File: src/rtl/fifo_wr_arbiter.sv
`default_nettype none
// ============================================================================
// Module      : fifo_wr_arbiter
// Description : Round-robin arbiter that shares one FIFO write port among
//               N_REQ valid/ready packet streams.  The grant is locked to a
//               single requester until its packet ends or MAX_BURST beats
//               have been written, so packets never interleave.
// Ports       : clk, rst           - write-domain clock, async active-high reset
//               req_valid/_data/_last/_ready - per-requester beat streams,
//                                   requester i data at [i*DATA_W +: DATA_W]
//               full               - FIFO full flag (gates writes combinationally)
//               w_en, w_data       - FIFO write port
//               grant_id           - current or last granted requester
//               busy               - high while a grant is held
// Revision    : 1.0 - initial release
// ============================================================================
module fifo_wr_arbiter #(
   parameter int DATA_W    = 32,
   parameter int N_REQ     = 4,
   parameter int MAX_BURST = 8,
   localparam int IDW      = $clog2(N_REQ)
) (
   input  logic                    clk,
   input  logic                    rst,
   input  logic [N_REQ-1:0]        req_valid,
   input  logic [N_REQ*DATA_W-1:0] req_data,
   input  logic [N_REQ-1:0]        req_last,
   output logic [N_REQ-1:0]        req_ready,
   input  logic                    full,
   output logic                    w_en,
   output logic [DATA_W-1:0]       w_data,
   output logic [IDW-1:0]          grant_id,
   output logic                    busy
);

   localparam int              CNT_W      = $clog2(MAX_BURST + 1);
   localparam logic [CNT_W-1:0] BURST_LAST = CNT_W'(MAX_BURST - 1);
   localparam logic [IDW:0]    N_REQ_W    = (IDW + 1)'(N_REQ);
   localparam logic [IDW-1:0]  LAST_ID    = IDW'(N_REQ - 1);

   typedef enum logic [0:0] {
      S_IDLE = 1'b0,
      S_LOCK = 1'b1
   } state_t;

   state_t           state_q,  state_d;
   logic [IDW-1:0]   grant_q,  grant_d;
   logic [IDW-1:0]   rr_ptr_q, rr_ptr_d;
   logic [CNT_W-1:0] cnt_q,    cnt_d;

   logic             arb_found;
   logic [IDW-1:0]   arb_idx;
   logic [IDW-1:0]   next_id;
   logic             release_beat;

   // ------------------------------------------------------------------------
   // Unpack the flat data bus so the output mux is a plain array index.
   // ------------------------------------------------------------------------
   logic [DATA_W-1:0] data_arr [N_REQ];

   generate
      for (genvar g = 0; g < N_REQ; g++) begin : g_unpack
         assign data_arr[g] = req_data[g*DATA_W +: DATA_W];
      end
   endgenerate

   // ------------------------------------------------------------------------
   // Round-robin scan: first valid requester starting at rr_ptr, wrapping.
   // The sum rr_ptr + i is below 2*N_REQ, so a single conditional subtract
   // is enough to reduce it modulo N_REQ for any N_REQ.
   // ------------------------------------------------------------------------
   always_comb begin
      logic [IDW:0] cand;
      arb_found = 1'b0;
      arb_idx   = '0;
      cand      = '0;
      for (int i = 0; i < N_REQ; i++) begin
         cand = {1'b0, rr_ptr_q} + (IDW + 1)'(i);
         if (cand >= N_REQ_W) begin
            cand = cand - N_REQ_W;
         end
         if (!arb_found && req_valid[cand[IDW-1:0]]) begin
            arb_found = 1'b1;
            arb_idx   = cand[IDW-1:0];
         end
      end
   end

   assign next_id = (grant_q == LAST_ID) ? '0 : grant_q + IDW'(1);

   // ------------------------------------------------------------------------
   // Outputs.  full gates w_en/req_ready combinationally; nothing is accepted
   // outside LOCK.
   // ------------------------------------------------------------------------
   always_comb begin
      busy      = 1'b0;
      w_en      = 1'b0;
      req_ready = '0;
      if (state_q == S_LOCK) begin
         busy               = 1'b1;
         req_ready[grant_q] = !full;
         w_en               = req_valid[grant_q] && !full;
      end
   end

   assign w_data   = data_arr[grant_q];
   assign grant_id = grant_q;

   // A grant ends on the beat carrying last, or on the beat that completes
   // MAX_BURST; a cut packet continues at this requester's next grant.
   assign release_beat = req_last[grant_q] || (cnt_q == BURST_LAST);

   // ------------------------------------------------------------------------
   // Next-state logic
   // ------------------------------------------------------------------------
   always_comb begin
      state_d  = state_q;
      grant_d  = grant_q;
      rr_ptr_d = rr_ptr_q;
      cnt_d    = cnt_q;
      case (state_q)
         S_IDLE: begin
            if (arb_found) begin
               grant_d = arb_idx;
               cnt_d   = '0;
               state_d = S_LOCK;
            end
         end
         S_LOCK: begin
            if (w_en) begin
               if (release_beat) begin
                  state_d  = S_IDLE;
                  rr_ptr_d = next_id;
                  cnt_d    = '0;
               end else begin
                  cnt_d = cnt_q + CNT_W'(1);
               end
            end
         end
         default: begin
            state_d = S_IDLE;
         end
      endcase
   end

   // ------------------------------------------------------------------------
   // State registers
   // ------------------------------------------------------------------------
   always_ff @(posedge clk or posedge rst) begin
      if (rst) begin
         state_q  <= S_IDLE;
         grant_q  <= '0;
         rr_ptr_q <= '0;
         cnt_q    <= '0;
      end else begin
         state_q  <= state_d;
         grant_q  <= grant_d;
         rr_ptr_q <= rr_ptr_d;
         cnt_q    <= cnt_d;
      end
   end

endmodule
`default_nettype wire

File: config.mk
export PLATFORM = sky130hd
export DESIGN_NAME = fifo_wr_arbiter
export DESIGN_NICKNAME = d
export VERILOG_FILES = /design/src/rtl/fifo_wr_arbiter.sv
export SDC_FILE = /design/constraint.sdc
export NUM_CORES = 1
export LEC_CHECK = 0
export BUFFER_PORTS_ARGS = -buffer_cell sky130_fd_sc_hd__clkbuf_2
export CELL_PAD_IN_SITES_DETAIL_PLACEMENT = 0
export CELL_PAD_IN_SITES_GLOBAL_PLACEMENT = 1
export CORE_MARGIN = 2
export CORE_UTILIZATION = 21
export CTS_CLUSTER_DIAMETER = 50
export DETAILED_ROUTE_END_ITERATION = 6
export GPL_TIMING_DRIVEN = 0
export PLACE_DENSITY_LB_ADDON = 0.25
export SLEW_MARGIN = 20
export SYNTH_ARGS = -nofsm -noshare
export SYNTH_HDL_FRONTEND = slang
export SYNTH_SLANG_ARGS = --single-unit
File: constraint.sdc
create_clock -name clk -period 2.6 [get_ports clk]
set_input_delay 0 -clock clk [delete_from_list [all_inputs] [get_ports clk]]
set_output_delay 0 -clock clk [all_outputs]
set_load 0.05 [all_outputs]
==> flow_summary.json, run 1 <==
{
  "wl_per_cell_microns": 16.7,
  "cts_tree": "built",
  "synthFlopType": "dfrtp_1",
  "drive_gt1_share_pct": 76.3,
  "seq_area_frac_synth_pct": 16.2,
  "crit_type": "flop to flop",
  "setup_viol": 0,
  "hold_start": "req_valid[3]",
  "firstDrtPassIters": 4,
  "ir_worst_vdd_mv": 0.659,
  "ys_ff_latch": 9,
  "worstHoldEndpoint": "state_q",
  "slew_headroom_pct": 61.5,
  "synth.avg_cell_area_sq_um": 12.9,
  "fmax_ghz": 0.473,
  "hold_viol_final": 0,
  "hold_depth": 3,
  "cts_buffers": 3,
  "tightest_slew_ns": 0.578,
  "slew_violations": 0,
  "avgViaCountPerCell": 4.66,
  "post_dp_cell_area_sq_mm": 0.00238,
  "worstHoldPathType": "input port to flop",
  "postRouteAntennaNets": 0,
  "stdcell_count": 368,
  "r2r_cells": 6,
  "wl_microns": 6140,
  "clkLatencyLatePin_ns": 0.23,
  "final_area_sq_mm": 0.00243,
  "place_congestion": 0.862,
  "grt.overflow.total": 0,
  "grt_pass1_vias": 1687,
  "track_usage_pct": 15.7,
  "die_y_microns": 85.4,
  "synth_cell_types": 31,
  "first_iter_violations": 28,
  "ioPinCount": 179,
  "drc": 0,
  "grt_max_degree": 11,
  "crit_required_ns": 2.71,
  "syn-num-nets": 252,
  "die_w_microns": 85.4,
  "start_util_pct": 21.8,
  "reg2reg_to": "rr_ptr_q[1]",
  "outcome": "finished, final reports clean",
  "synthArstFlopShare_pct": 100,
  "cp-start-kind": "flop",
  "cts_root_buf": "clkbuf_8",
  "setup_tns_ns": 0,
  "rows": 29,
  "yosysTopAreaCellShare_pct": 55.0,
  "htree_levels": 1,
  "cellLeakagePower_nw": 1.27,
  "yosysTopAreaCell": "mux4_2",
  "antenna_found_initial": 0,
  "period_share_pct": 81.4,
  "die_area_sq_mm": 0.00730,
  "hpwl_microns": 5590,
  "power_w": 0.00284,
  "crit_arrival_ns": 2.22,
  "cts_sinks": 9,
  "synthTopCellsByCount": "34 x mux4_2, 10 x inv_1, 9 x dfrtp_1",
  "area_growth_pct": 74.8,
  "r2r_start": "grant_id[0]",
  "dp_cells": 363,
  "yosys_warnings": 0,
  "path_max_fanout": 10,
  "power_density_mw_per_mm2": 1170,
  "netlist_area_sq_mm": 0.00139,
  "skew_ns": 0.00400,
  "clock_path_buffers": 2,
  "portBuffers": 178,
  "rsz0062_at_grt": "false",
  "diodes": 0,
  "yosys-top-cells-area": "mux4_2 55%, dfrtp_1 16%, ha_1 4.5%",
  "fin_crit_ns": 2.12,
  "synth_edf_count": 0,
  "clk_pin_slew_ns": 0.05,
  "maxCapViolations": 0,
  "postSynthCellCount": 108,
  "reg2reg_setup_slack_ns": 0.48,
  "core_sq_mm": 0.00639,
  "fin_util_pct": 38.1,
  "nets": 436,
  "grt_pass1_wl_microns": 8900,
  "ctsResizeCount": 0,
  "synth.most_common_cell": "mux4_2",
  "dr_total_vias": 1716,
  "worstSetupStartpoint": "grant_id[0]",
  "end_kind": "flop"
}
[cell usage in the layout (no fill, tap or decap), types with 2 or more instances in the layout]
cell and instances:
buf_1 2, clkbuf_2 178, mux4_2 34, o21ai_1 2, a21oi_1 3, nand2_1 5
clkbuf_1 3, buf_2 4, o21ai_0 5, and2_1 4, inv_1 10, nand3_1 5
dfrtp_1 9, clkbuf_8 3, ha_1 5
[flip-flops by register name, indices dropped and copies added (netlist names)]
name	cells
cnt_q	4
rr_ptr_q	2
state_q	1
grant_id	2
[cell families (layout without fill, tap and decap cells)]
group	count (synthesis)	count (layout)	synth area share, %
compound gates	17	17	7.82
fa+ha+maj	5	5	4.49
buf+inv	19	202	6.02
flops	9	9	16.2
mux	36	36	56.5
simple gates	22	22	8.99
[critical path, stage by stage, from the launching register on]
cell,delay (ns)
dfrtp_1,0.41
buf_6,0.19
mux4_2,0.50
nand2_1,0.25
inv_1,0.15
nand2b_1,0.16
mux2_1,0.33
[cell type report]
class                      count  area, sq um
buffer                         9         46.3
clock buffer                   4         45.0
fill                         676         3950
inverter                      10         37.5
multi-input combinational     80         1080
sequential                     9          225
tap                           77         96.3
timing repair buffer         179          901
[stage by stage]
stage	hold slack, ns	setup WS (ns)
after detailed placement	-0.0236	0.458
final	0.0965	0.485
after global placement	-0.0188	0.470
after global routing	0.109	0.326
after CTS	0.0922	0.451
after floorplan	-0.172	0.146
[layer usage]
metal,part of all wire (%),global-route usage [%]
met1,34,17.4
met2,57,31.2
met3,7.9,2.92
met4,1.2,2.45
met5,0,0
[where the power goes]
part	leakage, nW	internal (W)	total, W	switching (W)
Clock	0.0228	0.000107	0.000159	0.0000527
Sequential	0.113	0.000195	0.000254	0.0000586
Combinational	1.14	0.000806	0.00242	0.00162
Total	1.27	0.00111	0.00284	0.00173
[how the worst max path moves through the flow]
stage | end | slack (ns)
after floorplan | rr_ptr_q[1] | 0.15
after global placement | rr_ptr_q[1] | 0.47
after detailed placement | rr_ptr_q[1] | 0.46
after CTS | rr_ptr_q[1] | 0.45
after global routing | rr_ptr_q[1] | 0.33
final | rr_ptr_q[1] | 0.48
[what timing repair did]
| item | in CTS | in global routing |
|---|---|---|
| hold buffers | 1 | 0 |
| setup endpoints to repair | 0 | 0 |
| buffers inserted | 0 | 0 |
| hold endpoints to repair | 9 | 0 |
(Power assumes the default switching activity.)
==> run 2, diff against run 1 <==
--- a/config.mk
+++ b/config.mk
@@ -5,6 +5,7 @@
 export SDC_FILE = /design/constraint.sdc
 export NUM_CORES = 1
 export LEC_CHECK = 0
+export ABC_AREA = 1
 export BUFFER_PORTS_ARGS = -buffer_cell sky130_fd_sc_hd__clkbuf_2
 export CELL_PAD_IN_SITES_DETAIL_PLACEMENT = 0
 export CELL_PAD_IN_SITES_GLOBAL_PLACEMENT = 1
==> constraint.sdc (replaced) <==
create_clock -name clk -period 2.15 [get_ports clk]
set_input_delay 0 -clock clk [delete_from_list [all_inputs] [get_ports clk]]
set_output_delay 0 -clock clk [all_outputs]
set_load 0.05 [all_outputs]
==> flow_summary.json, run 2 <==
{
  "fin_ws_ns": 0.162,
  "crit_required_ns": 2.15,
  "crit_buf_inv": 3,
  "wl_per_cell_microns": 14.1,
  "path_max_fanout": 10,
  "regMostFlops": "cnt_q",
  "clock_path_buffers": 2,
  "seq_area_frac_synth_pct": 13.2,
  "stdcell_count": 601,
  "slew_headroom_pct": 71.4,
  "ys_ff_latch": 9,
  "max_stage_delay_ns": 0.56,
  "synth-compound-area-share_pct": 33.6,
  "clkLatencyLatePin_ns": 0.23,
  "cts_buffers": 3,
  "final_cell_mix": "184 x clkbuf_2, 73 x nor2_1, 65 x o21ai_0, 53 x nand2_1, 23 x o22ai_1",
  "die_w_microns": 94.3,
  "yosysTopAreaCell": "o21ai_0",
  "maxCapViolations": 0,
  "synth_top_family_by_area": "simple AND/OR/NAND/NOR gates",
  "die_area_sq_mm": 0.00889,
  "synthArstFlopShare_pct": 100,
  "period_share_pct": 92.5,
  "start_util_pct": 21.9,
  "crit_top_cell": "clkbuf_2",
  "synthAdderAreaFrac_pct": 3.65,
  "crit_type": "flop to output port",
  "cts_root_buf": "clkbuf_8",
  "ioPinCount": 179,
  "avgViaCountPerCell": 4.68,
  "rows": 32,
  "firstDrtPassIters": 4,
  "synth_cell_types": 27,
  "skew_ns": 0.00344,
  "grt_pass1_wl_microns": 13400,
  "antenna_found_initial": 0,
  "portBuffers": 178,
  "outcome": "finished, final reports clean",
  "diodes": 0,
  "yosys_warnings": 0,
  "dp_slack_ns": 0.184,
  "yosysTopAreaCellShare_pct": 19.0,
  "postSynthCellCount": 316,
  "dr_total_vias": 2812,
  "wl_microns": 8480,
  "crit_arrival_ns": 1.99,
  "largest_reg_flops": 4,
  "slowest_stage": "dfrtp_1",
  "ir_worst_vdd_mv": 0.736,
  "first_iter_violations": 93,
  "dp_cells": 596,
  "synth_mux_area_share_pct": 0,
  "synth_edf_count": 0,
  "cp_top_family": "buffers and inverters",
  "hold_viol_final": 0,
  "cts_sinks": 9,
  "synth.most_common_cell": "nor2_1",
  "cp-start-kind": "flop",
  "cts_setup_buffers": 0,
  "hpwl_microns": 7010,
  "synthFlopType": "dfrtp_1",
  "cellLeakagePower_nw": 1.60,
  "setup_viol": 0,
  "htree_levels": 1,
  "setup_tns_ns": 0,
  "fillers": 861,
  "area_growth_pct": 66.6,
  "netlist_area_sq_mm": 0.00171,
  "clk_pin_slew_ns": 0.05,
  "core_sq_mm": 0.00781,
  "drc": 0,
  "tightest_slew_ns": 0.430,
  "fmax_ghz": 0.503,
  "yosys.area_share.simple_pct": 38.4,
  "crit_path_cell_trace": "buf_2 -> clkbuf_2 -> o21ai_0 -> o22ai_2 -> clkbuf_2",
  "grt_max_degree": 12,
  "synth.avg_cell_area_sq_um": 5.42,
  "nets": 644,
  "power_density_mw_per_mm2": 1810,
  "die_y_microns": 94.3,
  "synthTopCellsByCount": "73 x nor2_1, 65 x o21ai_0, 53 x nand2_1",
  "worstHoldPathType": "input port to asynchronous set/reset pin",
  "place_congestion": 0.922,
  "postRouteAntennaNets": 0,
  "multi_input_area_sq_mm": 0.00137,
  "fin_util_pct": 36.5,
  "grt_pass1_vias": 2837,
  "drive_gt1_share_pct": 44.5,
  "slew_violations": 0,
  "seq_area_sq_um": 225,
  "track_usage_pct": 18.7,
  "grt.overflow.total": 0,
  "final_common_cell": "clkbuf_2",
  "end_kind": "output port",
  "cts_tree": "built",
  "yosys-top-cells-area": "o21ai_0 19%, nor2_1 16%, dfrtp_1 13%",
  "fin_crit_ns": 1.99,
  "synth_xor_area_share_pct": 1.02,
  "syn-num-nets": 460
}
==> run 2: changes by cell type after synthesis, moves of 3 or more <==
cell | before | now
and2_1 | 4 | 0
buf_2 | 4 | 7
clkbuf_1 | 2 | 12
inv_1 | 10 | 14
inv_2 | 0 | 5
mux4_2 | 34 | 0
nand2_1 | 5 | 53
nand2_2 | 0 | 5
nand3_1 | 5 | 14
nor2_1 | 0 | 73
o21ai_0 | 5 | 65
o22ai_1 | 0 | 32
==> run 2: area by class of cell <==
| type | count | share of cell area (%) |
|---|---|---|
| Clock buffer | 4 | 1.58 |
| Sequential cell | 9 | 7.90 |
| Tap cell | 102 | 4.48 |
| Timing Repair Buffer | 179 | 31.6 |
| Buffer | 22 | 3.95 |
| Multi-Input combinational cell | 266 | 48.0 |
| Inverter | 19 | 2.50 |
==> run 2: metrics by stage <==
stage / cell area (sq um) / hold slack [ns] / total power [W]
after CTS: 2850 / 0.276 / 0.00519
after global placement: 2790 / -0.0400 / 0.00497
final: 2850 / 0.267 / 0.00517
after floorplan: 1770 / -0.172 / 0.00381
after detailed placement: 2790 / -0.0369 / 0.00497
after global routing: 2850 / 0.303 / 0.00554
==> run 2: logic make-up (layout without fill, tap and decap cells) <==
kind of cell,Yosys count,in the layout
AOI/OAI and AO/OA,104,104
xor gates and xnor gates,2,2
adders and majority gates,5,5
buffers and inverters,41,224
DFF,9,9
and+or+nand+nor,155,155
==> run 2: per-layer routing <==
metal  routed length (microns)  up-vias  part of all wire, %  global-route usage (%)
met5                         0        -                    0                       0
met1                      3570     1259                   42                    23.0
met2                      4330      107                   51                    35.1
li1                          -     1440                    -                       -
met4                        80        0                 0.94                    2.17
met3                       504        6                  5.9                    2.73
==> run 2: repair_timing <==
action / CTS / global route
hold buffers: 1 / 0
pin swaps: 0 / 0
resized for setup: 3 / 7
endpoints found under the setup margin: 8 / 22
endpoints found under the hold margin: 9 / 0
==> run 2: worst reg2reg max path: stages (launching register included) <==
cell      delay, ns
dfrtp_1        0.56
inv_2          0.13
buf_2          0.20
clkbuf_4       0.22
ha_1           0.32
nor2_1         0.12
a21oi_1        0.05
==> run 2: worst paths after layout <==
| check | startpoint | end | slack (ns) | cells past startpoint |
|---|---|---|---|---|
| setup / recovery | grant_id[0] | w_data[25] | 0.16 | 5 |
| hold / removal | rst | cnt_q[1] | 0.27 | 3 |
| setup reg to reg | grant_id[0] | rr_ptr_q[1] | 0.44 | 6 |
| hold reg to reg | state_q | state_q | 0.52 | 2 |
| max in group asynchronous | rst | cnt_q[0] | 1.61 | 3 |
| min in group clk | full | cnt_q[1] | 0.30 | 6 |
==> run 2: power breakdown <==
part | switching [W] | internal, W | leakage (nW)
sequential | 0.0000884 | 0.000235 | 0.113
combinational | 0.00347 | 0.00118 | 1.46
clock | 0.0000648 | 0.000129 | 0.0228
total | 0.00362 | 0.00155 | 1.60
